`src/rtl/div_seq.sv`:
```
// Sequential restoring divider: 4-bit dividend / 2-bit divisor.
// One quotient bit per cycle, MSB first, four CALC cycles per division.
// A zero divisor skips the CALC loop and reports div0 with Q saturated to all ones.
module div_seq (
  input  logic       clk,
  input  logic       rst,
  input  logic       start,
  input  logic [3:0] A,
  input  logic [1:0] B,
  output logic [3:0] Q,
  output logic [1:0] R,
  output logic       busy,
  output logic       done,
  output logic       div0
);

  typedef enum logic [1:0] {IDLE, CALC, DONE} state_t;

  state_t     state, state_nx;
  logic [1:0] cnt, cnt_nx;
  logic [2:0] rem, rem_nx;
  logic [3:0] sr, sr_nx;      // dividend shifts out of the top, quotient shifts in at the bottom
  logic [1:0] dvs, dvs_nx;
  logic [3:0] q_nx;
  logic [1:0] r_nx;
  logic       busy_nx, done_nx, div0_nx;

  logic [2:0] part;
  logic       ge;

  // Partial remainder for this step: old remainder with the next dividend bit appended.
  assign part = {rem[1:0], sr[3]};
  assign ge   = (part >= {1'b0, dvs});

  // State register.
  always_ff @(posedge clk) begin
    if (rst) state <= IDLE;
    else     state <= state_nx;
  end

  // Next-state and datapath updates; done defaults low so it only ever pulses for one cycle.
  always_comb begin
    state_nx = state;
    cnt_nx   = cnt;
    rem_nx   = rem;
    sr_nx    = sr;
    dvs_nx   = dvs;
    q_nx     = Q;
    r_nx     = R;
    busy_nx  = busy;
    done_nx  = 1'b0;
    div0_nx  = div0;
    case (state)
      IDLE: begin
        if (start) begin
          dvs_nx = B;
          sr_nx  = A;
          cnt_nx = 2'd0;
          rem_nx = 3'd0;
          if (B == 2'd0) begin
            q_nx     = 4'hF;
            r_nx     = 2'b00;
            div0_nx  = 1'b1;
            done_nx  = 1'b1;
            busy_nx  = 1'b0;
            state_nx = DONE;
          end else begin
            busy_nx  = 1'b1;
            state_nx = CALC;
          end
        end
      end
      CALC: begin
        rem_nx = ge ? (part - {1'b0, dvs}) : part;
        sr_nx  = {sr[2:0], ge};
        cnt_nx = cnt + 2'd1;
        if (cnt == 2'd3) begin
          q_nx     = {sr[2:0], ge};
          r_nx     = rem_nx[1:0];
          done_nx  = 1'b1;
          busy_nx  = 1'b0;
          div0_nx  = 1'b0;
          state_nx = DONE;
        end
      end
      DONE: state_nx = IDLE;
      default: state_nx = IDLE;
    endcase
  end

  // Datapath and output registers; reset wins over everything, aborting any division.
  always_ff @(posedge clk) begin
    if (rst) begin
      cnt  <= 2'd0;
      rem  <= 3'd0;
      sr   <= 4'd0;
      dvs  <= 2'd0;
      Q    <= 4'd0;
      R    <= 2'd0;
      busy <= 1'b0;
      done <= 1'b0;
      div0 <= 1'b0;
    end else begin
      cnt  <= cnt_nx;
      rem  <= rem_nx;
      sr   <= sr_nx;
      dvs  <= dvs_nx;
      Q    <= q_nx;
      R    <= r_nx;
      busy <= busy_nx;
      done <= done_nx;
      div0 <= div0_nx;
    end
  end

endmodule

```
`config.mk`:
```
export PLATFORM = sky130hd
export DESIGN_NAME = div_seq
export DESIGN_NICKNAME = d
export VERILOG_FILES = /design/src/rtl/div_seq.sv
export SDC_FILE = /design/constraint.sdc
export NUM_CORES = 1
export LEC_CHECK = 0
export ABC_AREA = 1
export CAP_MARGIN = 20
export CORE_MARGIN = 3
export CORE_UTILIZATION = 50
export DETAILED_ROUTE_END_ITERATION = 8
export PLACE_DENSITY_LB_ADDON = 0.08
export SYNTH_ARGS = -nofsm -noshare
export SYNTH_HDL_FRONTEND = slang
export SYNTH_SLANG_ARGS = --single-unit
```
`constraint.sdc`:
```
create_clock -name clk -period 1.82 [get_ports clk]
set_clock_uncertainty 0.05 [all_clocks]
set_input_delay 0.546 -clock clk [delete_from_list [all_inputs] [get_ports clk]]
set_output_delay 0.546 -clock clk [all_outputs]
set_load 0.02 [all_outputs]
```
## Yosys cells after proc, flatten, opt, wreduce, memory -nomap -nowiden

Cells that the tools add are included.

| cells by class | value |
|---|---|
| shifts and indexed selects | 0 |
| add/sub/neg operators | 2 |
| equality and inequality tests | 5 |
| muxes and demuxes | 30 |
| $lt $le $gt $ge | 1 |
| $mul | 0 |
| bitwise operators | 0 |
| divide/modulo/power cells | 0 |
| reduce and logical (&&, ||, !) cells | 8 |

Operators with widths:

| cell | count |
|---|---|
| 2-bit two-way mux | 9 |
| 4-bit two-way mux | 4 |
| 2-bit case mux with 2 select lines | 4 |
| 4-bit case mux with 2 select lines | 2 |
| 1-bit two-way mux | 8 |
| 2-bit != test, second input constant | 3 |
| 1-bit case mux with 2 select lines | 3 |
| 2-bit AND reduction | 3 |
| 2-bit zero test | 2 |
| 4-bit AND reduction | 1 |
| 3-bit by 2-bit greater-or-equal comparator with 1-bit output | 1 |
| 3-bit AND reduction | 1 |
| 2-bit by 1-bit adder with 2-bit output, second input constant | 1 |
| 2-bit by 1-bit equality test with 1-bit output, second input constant | 1 |
| 2-bit equality test, second input constant | 1 |
| 2-bit nonzero test | 1 |
| 2-bit subtractor | 1 |

| storage, ports and cells | value |
|---|---|
| input bits | 9 |
| ROM bits | 0 |
| RAM bits | 0 |
| latch bits | 0 |
| logic and storage cells | 56 |
| memories | 0 |
| register bits after elaboration | 21 |

## Logic depth before layout (Yosys ltp)

Gate-level depths: netlist of the first run.

| depth | value |
|---|---|
| word-level depth | 4 |
| depth in mapped cells | 10 |
| mapped depth without buffers | 10 |

## Worst setup path after synthesis of the first run

OpenSTA, ideal clock, no wires.

| timing path | value |
|---|---|
| path type | register to register |
| start point | register sr[3] |
| end point | register rem[0] |
| setup time | 109 ps |
| buffers on the path | 0 |
| required time | 1661 ps |
| path slack | 519 ps |
| arrival time | 1142 ps |
| stages on the path, launching flop included | 11 |
| path through | dfxtp_1 -> inv_1 -> ha_1 -> inv_1 -> nand2_1 -> nand2_1 -> nand2_1 -> nand3_1 -> nand3_1 -> nand2_1 -> inv_1 |

| between the ends | value |
|---|---|
| word-level cells in the longest chain between the ends | 3 |

Ends and longest elaborated chain:

| what | RTL line | RTL |
|---|---|---|
| from (decl) | 22 | `logic [3:0] sr, sr_nx;` |
| from (signal assigned) | 106 | `sr <= sr_nx;` |
| 3-bit by 2-bit greater-or-equal comparator with 1-bit output / 2-bit subtractor (equally long branches) | 33, 74 |  |
| 2-bit two-way mux * | 74 | `rem_nx = ge ? (part - {1'b0, dvs}) : part;` |
| 2-bit case mux with 2 select lines * | 53 | `case (state)` |
| to (signal assigned) | 105 | `rem <= rem_nx;` |
| to (decl) | 21 | `logic [2:0] rem, rem_nx;` |

Mark *: on every way between the ends. The rest lies on a longest branch, timed or not.
A chain may end at the register's enable or synchronous reset.

## Final worst setup path of the first run

| timing path | value |
|---|---|
| start point | register div0 |
| end point | output port div0 |

RTL lines:

| what | RTL line | RTL |
|---|---|---|
| from (decl) | 14 | `output logic div0` |
| from (signal assigned) | 112 | `div0 <= div0_nx;` |

No word-level cell between the ends.

==> results.py, run 1 <==
metrics = {
    "grt": {
        "track_usage": 0.191,
        "grt_use_met1": 0.218,
        "grt_max_degree": 17,
        "overflow": 0,
        "grt_pass1_vias": 834,
        "grt_util_met3": 0.0297,
        "gr-max-usage-layer": "met2",
        "met2_usage": 0.320,
        "grt_pass1_wl_um": 3570,
        "antenna_found_initial": 0,
    },
    "critical_path": {
        "startpoint": "div0",
        "slowest_stage": "dfxtp_1",
        "crit_family": "flip-flops",
        "r2r_slack_ns": 0.31,
        "cp.arrival_ns": 1.02,
        "required_ns": 1.22,
        "crit_type": "flop to output port",
        "crit_path_max_incr_delay_ns": 0.37,
        "start_kind": "flop",
        "cp_cell_sequence": "dlygate4sd2_1",
        "worstPathBufferInverterCount": 1,
        "r2r_cells": 10,
        "reg2reg_from": "sr[3]",
        "crit_path_end_kind": "output port",
        "r2r-end": "rem[1]",
        "cp_max_fo": 2,
    },
    "floorplan": {
        "core_area_um2": 1800,
        "start_util": 0.547,
        "rows": 15,
        "die_w_um": 50.4,
        "die_area_um2": 2540,
        "die_h_um": 50.4,
        "io_pins": 18,
    },
    "synthesis": {
        "synth-edff-count": 0,
        "synthesis.area_um2": 986,
        "synth_area_leaders": "dfxtp_1, nand2_1, inv_1",
        "async_flop_share": 0,
        "syn_area_per_cell_um2": 7.30,
        "synth.top_cells.by_count": "nand2_1, inv_1, dfxtp_1",
        "syn-instance-count": 135,
        "ys.flop_type": "dfxtp_1",
        "netlist.area_leader.share": 0.426,
        "ys_seq_area_frac": 0.426,
        "ys_seq_elements": 21,
        "yosysWarnings": 0,
        "synth_top_area_cell": "dfxtp_1",
        "synth.most_common_cell": "nand2_1",
        "syn_nets": 147,
        "ys_types": 19,
    },
    "sta": {
        "setup_ws_ns": 0.206,
        "fmax_ghz": 0.619,
        "period_share": 0.887,
        "maxSlewHeadroom": 0.759,
        "maxSlewViolCount": 0,
        "holdWs_ns": 0.419,
        "rsz0062_at_grt": "false",
        "setup_violations": 0,
        "finalCriticalPeriod_ns": 1.61,
        "hold_violations": 0,
        "tightest_slew_ns": 0.361,
    },
    "clock_tree": {
        "hold_buffers": 0,
        "clk_latency_ns": 0.31,
        "cts.clk_slew.worst_paths_ns": 0.12,
        "cts_tree": "yes",
        "cts_buffers": 3,
        "cts.sinks": 21,
        "clock_path_buffers": 2,
        "clockRootBuffer": "clkbuf_4",
        "h-tree-depth": 1,
    },
    "detailed_routing": {
        "drtIter0Drc": 14,
        "route.detailed.drc": 0,
        "vias": 896,
        "via_per_inst": 4.92,
        "first_pass_iters": 4,
        "drt-wirelength-per-cell_um": 11.6,
        "drt-total-wl_um": 2120,
        "ant_nets": 0,
    },
    "hold_path": {
        "hold_class": "flop to flop",
        "hold_path_end": "cnt[0]",
        "min_from": "cnt[0]",
        "hold_path_depth": 1,
    },
    "layout": {
        "n_antenna_cell": 0,
        "syn2layout_area_growth_pct": 23.0,
        "layout-drive-gt1-share": 0.0828,
        "fin_nets": 170,
    },
    "place": {
        "port_buffers": 17,
        "dp_hpwl_um": 1630,
        "place.gp.congestion": 0.794,
        "post-place-ws_ns": -0.0645,
    },
    "pwr": {
        "pwr_density_cell_nw_per_um2": 765,
        "p_leak_uw": 0.000653,
        "vdd_ir_drop_max_uv": 421,
    },
    "run": {
        "drv_cap": 0,
    },
    "run_status": {
        "status": "complete, no violations",
    },
}
[flip-flops by register name (all words and copies together) (netlist names)]
name	flops
busy	1
sr	4
div0	1
state	2
R	2
rem	2
cnt	2
done	1
dvs	2
Q	4
[report_power, final]
part	switching (µW)	leakage, µW	internal [µW]	total [µW]
Clock	148	0.0000177	82.3	231
Sequential	20.1	0.000172	490	510
Combinational	108	0.000463	78.4	187
Total	277	0.000653	651	928
[logic make-up after synthesis]
logic type	Yosys count	share of synthesized area
simple gates	59	0.278
flops	21	0.426
xor+xnor	1	0.00888
fa+ha+maj	3	0.0381
buf+inv	31	0.128
compound gates	20	0.121
[cell usage in the layout (no fill, tap or decap)]
master           synthesis  layout
buf_4                    0       4
nand2_1                 31      31
dfxtp_1                 21      21
o21ai_0                  4       4
nor2_4                   1       1
ha_1                     3       3
nor2_1                   7       7
o21bai_1                 3       3
o21ai_2                  1       1
clkinv_2                 0       1
o211ai_1                 3       3
or2_0                    1       1
dlygate4sd2_1            0       9
nand4_1                  5       5
clkbuf_4                 0       3
inv_1                   27      27
nand3_1                 12      12
nand2_4                  2       2
clkdlybuf4s50_1          0       8
inv_2                    1       1
a21oi_1                  9       9
xnor2_1                  1       1
[worst max path at each step]
stage	to	cells past startpoint
2_1_floorplan	rem[0]	10
3_3_place_gp	Q[0]	7
3_5_place_dp	Q[0]	7
4_1_cts	div0	1
5_1_grt	rem[1]	10
6_report	div0	1
[stage by stage]
| stage | util | area [µm²] | power, µW | std cells | setup TNS (ns) |
|---|---|---|---|---|---|
| 5_1_grt | 0.673 | 1210 | 982 | 182 | 0 |
| 3_5_place_dp | 0.664 | 1200 | 715 | 178 | -0.0997 |
| 6_report | 0.673 | 1210 | 928 | 182 | 0 |
| 2_1_floorplan | - | 986 | 641 | 135 | 0 |
| 4_1_cts | 0.673 | 1210 | 934 | 182 | 0 |
| 3_3_place_gp | 0.664 | 1200 | 708 | 178 | 0 |
[metal layers]
layer  up-vias  wire [µm]
met5         -          0
met4         0         71
met3         7         94
met2        26        954
met1       393        995
li1        470          -
[what timing repair did]
| action | 4_1_cts | 5_1_grt |
|---|---|---|
| setup buffers | 0 | 0 |
| gates resized for setup | 9 | 0 |
| setup endpoints to repair | 9 | 0 |
[area by class of cell]
type	instances	area [µm²]
timing repair buffer	21	189
multi-input combinational	83	439
inverter	28	105
sequential	21	420
tap	25	31.3
clock inverter	1	5.00
clock buffer	3	22.5
fill	185	589
Note: power is estimated with default switching activity, not from simulation.
==> run 2, diff against run 1 <==
Settings changed: CELL_PAD_IN_SITES_DETAIL_PLACEMENT set to 1, CELL_PAD_IN_SITES_GLOBAL_PLACEMENT set to 1, CORE_UTILIZATION 50 to 36.
==> results.py, run 2 (synthesized netlist as in run 1, its figures left out) <==
metrics = {
    "floorplan": {
        "core_area_um2": 2540,
        "io_pins": 18,
        "die_w_um": 58.3,
        "start_util": 0.387,
        "die_h_um": 58.3,
        "rows": 18,
        "die_area_um2": 3400,
    },
    "place": {
        "port_buffers": 17,
        "dp_hpwl_um": 1890,
        "place.gp.congestion": 0.774,
        "place_area_um2": 1190,
    },
    "grt": {
        "track_usage": 0.159,
        "grt_max_degree": 17,
        "overflow": 0,
        "grt_pass1_wl_um": 4150,
        "antenna_found_initial": 0,
        "grt_pass1_vias": 973,
    },
    "sta": {
        "setup_violations": 0,
        "maxSlewViolCount": 0,
        "rsz0062_at_grt": "false",
        "setup_tns_ns": 0,
        "maxSlewHeadroom": 0.741,
        "hold_violations": 0,
        "finalCriticalPeriod_ns": 1.59,
        "period_share": 0.875,
        "tightest_slew_ns": 0.387,
        "fmax_ghz": 0.628,
    },
    "detailed_routing": {
        "via_per_inst": 4.88,
        "drt-total-wl_um": 2400,
        "vias": 908,
        "first_pass_iters": 4,
        "drt-wirelength-per-cell_um": 12.9,
        "ant_nets": 0,
        "route.detailed.drc": 0,
        "drtIter0Drc": 24,
    },
    "critical_path": {
        "path_depth": 1,
        "cp_cell_sequence": "dlygate4sd2_1",
        "start_kind": "flop",
        "cp_max_fo": 2,
        "r2r_slack_ns": 0.31,
        "slowest_stage": "dfxtp_1",
        "crit_type": "flop to output port",
        "crit_path_end_kind": "output port",
        "r2r-end": "rem[0]",
        "crit_path_max_incr_delay_ns": 0.36,
        "r2r_cells": 10,
        "crit_family": "flip-flops",
        "worstPathBufferInverterCount": 1,
        "required_ns": 1.22,
        "reg2reg_from": "sr[3]",
        "startpoint": "div0",
        "crit_end": "div0",
        "cp.arrival_ns": 1.00,
    },
    "clock_tree": {
        "clockRootBuffer": "clkbuf_4",
        "h-tree-depth": 1,
        "cts_buffers": 3,
        "cts_tree": "yes",
        "cts.sinks": 21,
        "cts.clk_slew.worst_paths_ns": 0.12,
        "cts_setup_buffers": 0,
        "clock_path_buffers": 2,
        "clk_latency_ns": 0.30,
        "hold_buffers": 0,
    },
    "layout": {
        "largestRegisters": "Q (4), sr (4)",
        "syn2layout_area_growth_pct": 22.8,
        "layout-drive-gt1-share": 0.0769,
        "mostFrequentLayoutCells": "nand2_1, inv_1, dfxtp_1",
        "final_cell_area_um2": 1210,
        "final_common_cell": "nand2_1",
        "fin_nets": 169,
        "nFillCells": 331,
        "n_antenna_cell": 0,
    },
    "run_status": {
        "status": "complete, no violations",
    },
    "hold_path": {
        "hold_class": "flop to flop",
    },
    "pwr": {
        "vdd_ir_drop_max_uv": 377,
        "pwr_density_cell_nw_per_um2": 760,
        "p_leak_uw": 0.000648,
    },
    "run": {
        "drv_cap": 0,
    },
}
run 2: power breakdown:
part	total, µW	switching (µW)	internal, µW
logic	186	110	76.2
clock network	224	143	81.8
registers	510	19.3	490
total	920	272	648
run 2: what timing repair did:
item | in CTS | in global routing
endpoints found under the setup margin | 9 | 0
resized for setup | 9 | 0
hold endpoints to repair | 0 | 0
run 2: through the flow:
step	power, µW	worst slack, ns	util	cells	hold WS (ns)
after global routing	989	0.143	0.476	186	0.448
final	920	0.227	0.476	186	0.423
after detailed placement	717	-0.0537	0.470	182	0.410
after floorplan	641	0.519	-	135	0.378
after global placement	709	-0.0271	0.470	182	0.400
after CTS	942	0.204	0.476	186	0.428
run 2: worst min-delay path by stage:
stage | endpoint | depth (start not counted) | start
floorplan | cnt[0] | 1 | cnt[0]
global placement | cnt[0] | 1 | cnt[0]
detailed placement | sr[1] | 2 | sr[1]
CTS | sr[1] | 2 | sr[1]
global route | dvs[1] | 2 | dvs[1]
finish | sr[1] | 2 | sr[1]
run 2: final cells by class:
| type | instances | area [µm²] | share of cell area |
|---|---|---|---|
| tap | 30 | 37.5 | 0.0310 |
| inverter | 28 | 105 | 0.0868 |
| clock inverter | 1 | 5.00 | 0.00413 |
| sequential | 21 | 420 | 0.347 |
| multi-input combinational | 83 | 439 | 0.363 |
| timing repair buffer | 20 | 181 | 0.150 |
| clock buffer | 3 | 22.5 | 0.0186 |
run 2: metal layers:
layer  up-vias  routed length [µm]  GRT usage
met1       428                1080      0.180
met4         0                  22     0.0695
met2        11                1230      0.284
met3         2                  71     0.0351
li1        467                   -          -
met5         -                   0          0
